==> src/rtl/cache_axi_bridge.sv <==
// Cache miss/uncached port to AXI master bridge.
// One read and one write may be in flight; reads to a line being written wait.
module cache_axi_bridge #(
   parameter logic [3:0] RD_ID = 4'd0,
   parameter logic [3:0] WR_ID = 4'd1
) (
   input  logic         clk,
   input  logic         reset,
   input  logic         rd_req,
   input  logic [2:0]   rd_type,
   input  logic [31:0]  rd_addr,
   output logic         rd_rdy,
   output logic         ret_valid,
   output logic [1:0]   ret_last,
   output logic [31:0]  ret_data,
   input  logic         wr_req,
   input  logic [2:0]   wr_type,
   input  logic [31:0]  wr_addr,
   input  logic [3:0]   wr_wstrb,
   input  logic [127:0] wr_data,
   output logic         wr_rdy,
   output logic [3:0]   arid,
   output logic [31:0]  araddr,
   output logic [7:0]   arlen,
   output logic [2:0]   arsize,
   output logic [1:0]   arburst,
   output logic         arvalid,
   input  logic         arready,
   input  logic [3:0]   rid,
   input  logic [31:0]  rdata,
   input  logic [1:0]   rresp,
   input  logic         rlast,
   input  logic         rvalid,
   output logic         rready,
   output logic [3:0]   awid,
   output logic [31:0]  awaddr,
   output logic [7:0]   awlen,
   output logic [2:0]   awsize,
   output logic [1:0]   awburst,
   output logic         awvalid,
   input  logic         awready,
   output logic [3:0]   wid,
   output logic [31:0]  wdata,
   output logic [3:0]   wstrb,
   output logic         wlast,
   output logic         wvalid,
   input  logic         wready,
   input  logic [3:0]   bid,
   input  logic [1:0]   bresp,
   input  logic         bvalid,
   output logic         bready
);

   typedef enum logic [1:0] {R_IDLE, R_AR, R_DATA} rstate_t;
   typedef enum logic [1:0] {W_IDLE, W_SEND, W_RESP} wstate_t;

   rstate_t rs, rs_n;
   wstate_t ws, ws_n;

   logic [31:0]  ra;
   logic [2:0]   rt;
   logic [31:0]  wa;
   logic [2:0]   wt;
   logic [3:0]   wm;
   logic [127:0] wd;
   logic         aw_done;
   logic         w_done;
   logic [1:0]   beat;

   logic hazard;
   logic rd_acc;
   logic wr_acc;
   logic aw_hs;
   logic w_hs;
   logic unused;

   assign unused = ^{rid, rresp, bid, bresp};

   // A same-cycle write to the same line wins; the read waits for it.
   always_comb begin
      hazard = 1'b0;
      if (ws != W_IDLE)
         hazard = (rd_addr[31:4] == wa[31:4]);
      else if (wr_req)
         hazard = (rd_addr[31:4] == wr_addr[31:4]);
   end

   assign rd_rdy = (rs == R_IDLE) && !hazard && !reset;
   assign wr_rdy = (ws == W_IDLE) && !reset;
   assign rd_acc = rd_req && rd_rdy;
   assign wr_acc = wr_req && wr_rdy;

   assign arid    = RD_ID;
   assign araddr  = ra;
   assign arlen   = rt[2] ? 8'd3 : 8'd0;
   assign arsize  = rt[2] ? 3'd2 : {1'b0, rt[1:0]};
   assign arburst = 2'b01;
   assign arvalid = (rs == R_AR);

   assign rready    = (rs == R_DATA);
   assign ret_valid = rready && rvalid;
   assign ret_data  = rdata;
   assign ret_last  = {1'b0, rlast};

   always_comb begin
      rs_n = rs;
      case (rs)
         R_IDLE: if (rd_acc) rs_n = R_AR;
         R_AR:   if (arready) rs_n = R_DATA;
         R_DATA: if (rvalid && rlast) rs_n = R_IDLE;
         default: rs_n = R_IDLE;
      endcase
   end

   always_ff @(posedge clk or posedge reset) begin
      if (reset) begin
         rs <= R_IDLE;
         ra <= '0;
         rt <= '0;
      end else begin
         rs <= rs_n;
         if (rd_acc) begin
            ra <= rd_addr;
            rt <= rd_type;
         end
      end
   end

   assign awid    = WR_ID;
   assign wid     = WR_ID;
   assign awaddr  = wa;
   assign awlen   = wt[2] ? 8'd3 : 8'd0;
   assign awsize  = wt[2] ? 3'd2 : {1'b0, wt[1:0]};
   assign awburst = 2'b01;
   assign awvalid = (ws == W_SEND) && !aw_done;
   assign wvalid  = (ws == W_SEND) && !w_done;
   assign wstrb   = wt[2] ? 4'hf : wm;
   assign wlast   = !wt[2] || (beat == 2'd3);
   assign bready  = (ws == W_RESP);

   // beat stays 0 for single-beat writes, so word0 goes out
   always_comb begin
      wdata = wd[31:0];
      case (beat)
         2'd1: wdata = wd[63:32];
         2'd2: wdata = wd[95:64];
         2'd3: wdata = wd[127:96];
         default: wdata = wd[31:0];
      endcase
   end

   assign aw_hs = awvalid && awready;
   assign w_hs  = wvalid && wready;

   always_comb begin
      ws_n = ws;
      case (ws)
         W_IDLE: if (wr_acc) ws_n = W_SEND;
         W_SEND:
            if ((aw_done || aw_hs) && (w_done || (w_hs && wlast)))
               ws_n = W_RESP;
         W_RESP: if (bvalid) ws_n = W_IDLE;
         default: ws_n = W_IDLE;
      endcase
   end

   always_ff @(posedge clk or posedge reset) begin
      if (reset) begin
         ws      <= W_IDLE;
         wa      <= '0;
         wt      <= '0;
         wm      <= '0;
         wd      <= '0;
         aw_done <= 1'b0;
         w_done  <= 1'b0;
         beat    <= '0;
      end else begin
         ws <= ws_n;
         if (wr_acc) begin
            wa      <= wr_addr;
            wt      <= wr_type;
            wm      <= wr_wstrb;
            wd      <= wr_data;
            aw_done <= 1'b0;
            w_done  <= 1'b0;
            beat    <= '0;
         end else begin
            if (aw_hs)
               aw_done <= 1'b1;
            if (w_hs) begin
               if (wlast)
                  w_done <= 1'b1;
               else
                  beat <= beat + 2'd1;
            end
         end
      end
   end

endmodule

==> config.mk <==
export PLATFORM = sky130hd
export DESIGN_NAME = cache_axi_bridge
export DESIGN_NICKNAME = d
export VERILOG_FILES = /design/src/rtl/cache_axi_bridge.sv
export SDC_FILE = /design/constraint.sdc
export NUM_CORES = 1
export LEC_CHECK = 0
export CORE_AREA = 2 2 169 171
export CTS_CLUSTER_SIZE = 30
export DETAILED_ROUTE_END_ITERATION = 6
export DIE_AREA = 0 0 171 173
export PLACE_DENSITY_LB_ADDON = 0.12
export SYNTH_ARGS = -nofsm -noshare
export SYNTH_HDL_FRONTEND = slang
export SYNTH_SLANG_ARGS = --single-unit
==> constraint.sdc <==
create_clock -name clk -period 11.45 [get_ports clk]
set_input_delay 2.29 -clock clk [delete_from_list [all_inputs] [get_ports clk]]
set_output_delay 2.29 -clock clk [all_outputs]
set_load 0.01 [all_outputs]
---- Word-level counts from Yosys, hierarchy flattened ----
Cells that the tools add are included.
word-level totals
  ROM bits ................................ 0
  bits in writable memories ............... 0
  latch bits .............................. 0
  input bits .............................. 256
  memories kept ........................... 0
  bits in registers ....................... 210
operators by class
  mux-type cells .......................... 24
  reduce and logical (&&, ||, !) cells .... 31
  order comparisons ....................... 0
  shift-type cells ........................ 0
  bitwise gates (word level) .............. 0
  div/mod/pow operators ................... 0
  multiply operators ...................... 0
  $add $sub $neg .......................... 1
  equality and inequality tests ........... 16
operator list
  operator                                               number
  one-hot mux 32 bit (3 select lines)                    1
  == test 28 bit                                         2
  2-to-1 mux 2 bit                                       13
  logical AND 1 bit                                      13
  one-hot mux 2 bit (3 select lines)                     2
  == test 2 bit, second input constant                   4
  inequality test 2 x 1 -> 1 bit, second input constant  4
  nonzero test 2 bit                                     4
  2-to-1 mux 1 bit                                       7
  == test 2 x 1 -> 1 bit, second input constant          3
  inequality test 2 bit, second input constant           3
  AND reduction 3 bit                                    2
  logical NOT 1 bit                                      5
  logical NOT 2 bit                                      2
  2-to-1 mux 4 bit                                       1
  AND reduction 2 bit                                    2
  logical OR 1 bit                                       3
  adder 2 x 1 -> 2 bit, second input constant            1

---- Longest topological paths before layout ----
  depth after elaboration ................. 9
  mapped depth ............................ 7
  depth with buffers taken out ............ 6

---- Worst setup path after synthesis ----
OpenSTA, ideal clock, no wires.
  kind .................................... input port to flip-flop
  start ................................... input reset
  end ..................................... register ra[10] (netlist: araddr[10])
  data required time ...................... 11.325 ns
  arrival time ............................ 8.298 ns
  buffers on the path ..................... 1
  path slack .............................. 3.026 ns
  stages .................................. 5
  cell sequence ........................... inv_1 nand2_1 nor4_4 buf_6 mux2_4
on the way
  longest elaborated chain between the ends .. 3
RTL lines
  what                         line  text
  start: declaration           8     input logic reset,
  logical NOT 1 bit (no line)  --
  logical AND 1 bit            88    assign rd_rdy = (rs == R_IDLE) && !hazard && !reset;
  logical AND 1 bit            90    assign rd_acc = rd_req && rd_rdy;
  end signal: assignment       123   ra <= rd_addr;
  end: declaration             60    logic [31:0] ra;
Every way passes these cells.
A chain may end at the register's enable or synchronous reset.

---- Final worst setup path ----
  start ................................... input rd_addr[30]
  end ..................................... output rd_rdy
on the way
  longest elaborated chain between the ends .. 6
  elaborated cells between the ends (all ways) .. 7
  those cells by class .................... 2 x eq/ne; 2 x mux; 3 x reduce/logical
RTL lines
  what                               line  text
  start: declaration                 11    input logic [31:0] rd_addr,
  == test 28 bit                     85    hazard = (rd_addr[31:4] == wr_addr[31:4]);
  2-to-1 mux 1 bit                   84    else if (wr_req)
  2-to-1 mux 1 bit *                 82    if (ws != W_IDLE)
  logical NOT 1 bit *                88
  logical AND 1 bit * (2 in series)  88
  end: declaration                   12    output logic rd_rdy,
Every way passes the cells marked *; elsewhere a longest branch is shown, timed or not.

==> summary.txt <==
Outcome
  – Status: finished, final reports clean

Floorplan
  – IO Count: 437
  – Core Area: 0.02763 mm2
  – Starting density of the core: 36.07%
  – Die H: 173 um
  – Die width: 171 um
  – FP Rows: 61
  – Die area: 0.02958 mm2

Placement
  – DP Worst Slack: 4475 ps
  – GPL Wtd Cong: 0.7813
  – Post-DP HPWL: 20920 um
  – Buffers on Ports: 329

Synth
  – Syn Inst Count: 775
  – Yosys cell types: 34
  – Largest area contributor in the netlist: dfrtp_1
  – Syn avg cell area: 12.86 um2
  – Synth Register Bits: 210
  – Synth Area in XOR/XNOR: 5.010%
  – Sequential share of the synthesized area: 52.74%
  – Cell with the most instances after synthesis: dfrtp_1
  – Most used DFF post-synth: dfrtp_1
  – Synth top cells by count: dfrtp_1 (210), mux2_2 (141), buf_4 (68)
  – Top cell type's share of synthesized area: 52.74%
  – Synth warn: 0
  – Post-synth EDFFs: 0
  – Main combinational cell family by area after synthesis: multiplexers
  – Synth Area in Adders: 0.5023%
  – Mux share of post-synthesis cell area: 23.62%
  – Top cells by area, synth: dfrtp_1 (53%), mux2_2 (16%), buf_4 (5.1%)
  – Async SR Flop Fraction: 100.0%
  – Synth Area in Simple Gates: 4.194%
  – Netlist Area Pre-Place: 0.009965 mm2
  – Compound-cell area share of the yosys netlist: 5.424%

Detailed routing
  – # DRC: 0
  – Via/cell ratio: 4.724
  – Initial DRC count: 366
  – Post-Route WL: 29140 um
  – Vias post-DR: 6888
  – DR pass1 iterations: 5
  – DRT antenna net count: 0
  – Drt wl/cell: 19.99 um

Timing
  – FMAX: 143.7 MHz
  – Final Cycle Share: 60.78%
  – # setup viols final: 0
  – Final Hold Slack: 496.6 ps
  – Clock skew: 11.73 ps
  – RSZ-0062 raised after global routing: no
  – Relative slew slack: 28.87%
  – Post-layout min period: 6960 ps
  – Setup_tns: 0 ps
  – Slew @ Worst Pin: 1064 ps
  – Final Hold Fails: 0
  – Final Worst Setup Slack: 4490 ps
  – Max-slew violation total from the final report: 0

Setup path
  – Crit path max-delay family: buffers and inverters
  – Cell Chain, Critical Path: clkdlybuf4s50_1 > xnor2_1 > nand4_1 > or4_1 > o22ai_2 > nor4_1 > clkdlybuf4s50_1
  – Buffers & Inverters on Critical Path: 2
  – Worst R2R Start: ws[1]
  – Slowest CP cell: or4_1
  – Cell mode on critical path: clkdlybuf4s50_1
  – R2R setup slack: 8160 ps
  – Worst path max stage delay: 560 ps
  – Worst reg2reg endpoint: wd[126]
  – Crit path max fanout: 3
  – Worst endpoint required time: 9160 ps
  – Worst Setup End Kind: primary output
  – Setup CP Type: in -> out
  – Reg2reg path depth: 4
  – CP arrival: 4670 ps
  – CP startpoint kind: input port

Layout
  – Final #Nets: 1322
  – Area of the multi-input gates: 0.003990 mm2
  – Layout cells sized above 1: 21.54%
  – Seq. cell area: 0.005255 mm2
  – Filler cell count: 2499
  – Area Growth Syn to Fin: 40.90%

Clock tree
  – Clock Tree Root: clkbuf_16
  – Clock Tree Buf Depth: 3
  – Num CTS Buffers: 25
  – CTS resizes: 0
  – CTS H-Tree Depth: 1
  – Postcts setup bufs: 0
  – Post-cts hold buffer count: 0
  – Clock-pin slew on the worst setup and hold paths: 50 ps
  – CTS tree: yes
  – Skew-Pair Late Insertion Delay: 520 ps
  – TritonCTS sink count: 210

Hold path
  – Hold WC Path Type: reg -> reg
  – Hold_sp: wm[3]
  – Hold path depth: 1
  – Hold EP: wm[3]

Global route
  – GRT Resource Usage Total: 19.15%
  – GRT overflow: 0
  – First-pass GRT wire length: 43520 um
  – Largest net degree at the start of global routing: 91
  – Initial antenna violation count: 5
  – Vias in the first global route: 7154

Job
  – Number of max-cap violations: 0

Pwr
  – Worst VDD drop: 0.1330 mV
  – Pleak: 5.956 nW
  – Pwr Density: 264.0 mW/mm2
[per-stage QoR]
step,instance area (um2),utilization [%],power [mW],cells
final,14040,50.82,3.706,1458
after global routing,14040,50.82,3.934,1458
after CTS,14030,50.79,3.761,1455
after detailed placement,13230,47.88,2.967,1413
after global placement,13230,47.88,2.950,1413
after floorplan,10070,-,2.201,804
[worst register-to-register path: stages, from the launching register on]
cell and delay [ps]:
dfrtp_1 430, or3b_2 550, nor2_4 830, buf_4 930
mux2_2 450
[power by group]
part	switching, mW	leakage [nW]	internal (mW)
registers	0.208	2.50	1.12
clock network	0.314	0.401	0.461
logic	0.664	3.05	0.944
total	1.19	5.96	2.52
[kinds of logic (layout without fill, tap and decap cells)]
family,after synthesis,in the layout
AOI/OAI and AO/OA,72,72
xor gates and xnor gates,57,57
adders and majority gates,4,4
buffers and inverters,145,418
DFF,210,210
muxes,203,203
other,2,34
and+or+nand+nor,82,82
[layout by cell type (no fill, tap or decap), drive strengths merged, types with 3 or more instances in the layout]
cell and count:
or2 6, xnor2 14, a222oi 32, conb 31
nor3 3, nand4 6, nor4 12, nand2 34
buf 9, mux2 170, mux2i 33, inv 39
clkbuf 33, o21ai 33, clkdlybuf4s50 329, dfrtp 210
diode 3, ha 4, xor2 43, nor2b 6
clkinv 6, nor2 10
[worst max-delay path by stage]
stage                            from         end  cells past startpoint
after floorplan                 reset  araddr[10]                      5
after global placement    rd_addr[30]      rd_rdy                      7
after detailed placement  rd_addr[30]      rd_rdy                      7
after CTS                 rd_addr[30]      rd_rdy                      7
after global routing      rd_addr[30]      rd_rdy                      7
final                     rd_addr[30]      rd_rdy                      7
[state kept, by name, summed over array words and instances (netlist names)]
register / cells
araddr: 32
aw_done: 1
awaddr: 32
beat: 2
rs: 2
rt: 3
w_done: 1
wd: 128
wm: 4
ws: 2
wt: 3
[area by class of cell]
| cell class | instances | share of cell area (%) |
|---|---|---|
| multi-input combinational | 449 | 28.42 |
| antenna | 3 | 0.05347 |
| timing repair buffer | 338 | 23.94 |
| inverter | 38 | 1.069 |
| sequential | 210 | 37.43 |
| tap | 378 | 3.369 |
| clock buffer | 33 | 5.098 |
| clock inverter | 9 | 0.6238 |
[layer usage]
layer,track usage [%],vias to the layer above,wire (um)
li1,-,3204,-
met1,21.37,3364,10740
met2,33.77,253,14880
met3,6.661,63,2627
met4,6.391,4,867
met5,0,-,26
(Power assumes the default switching activity.)
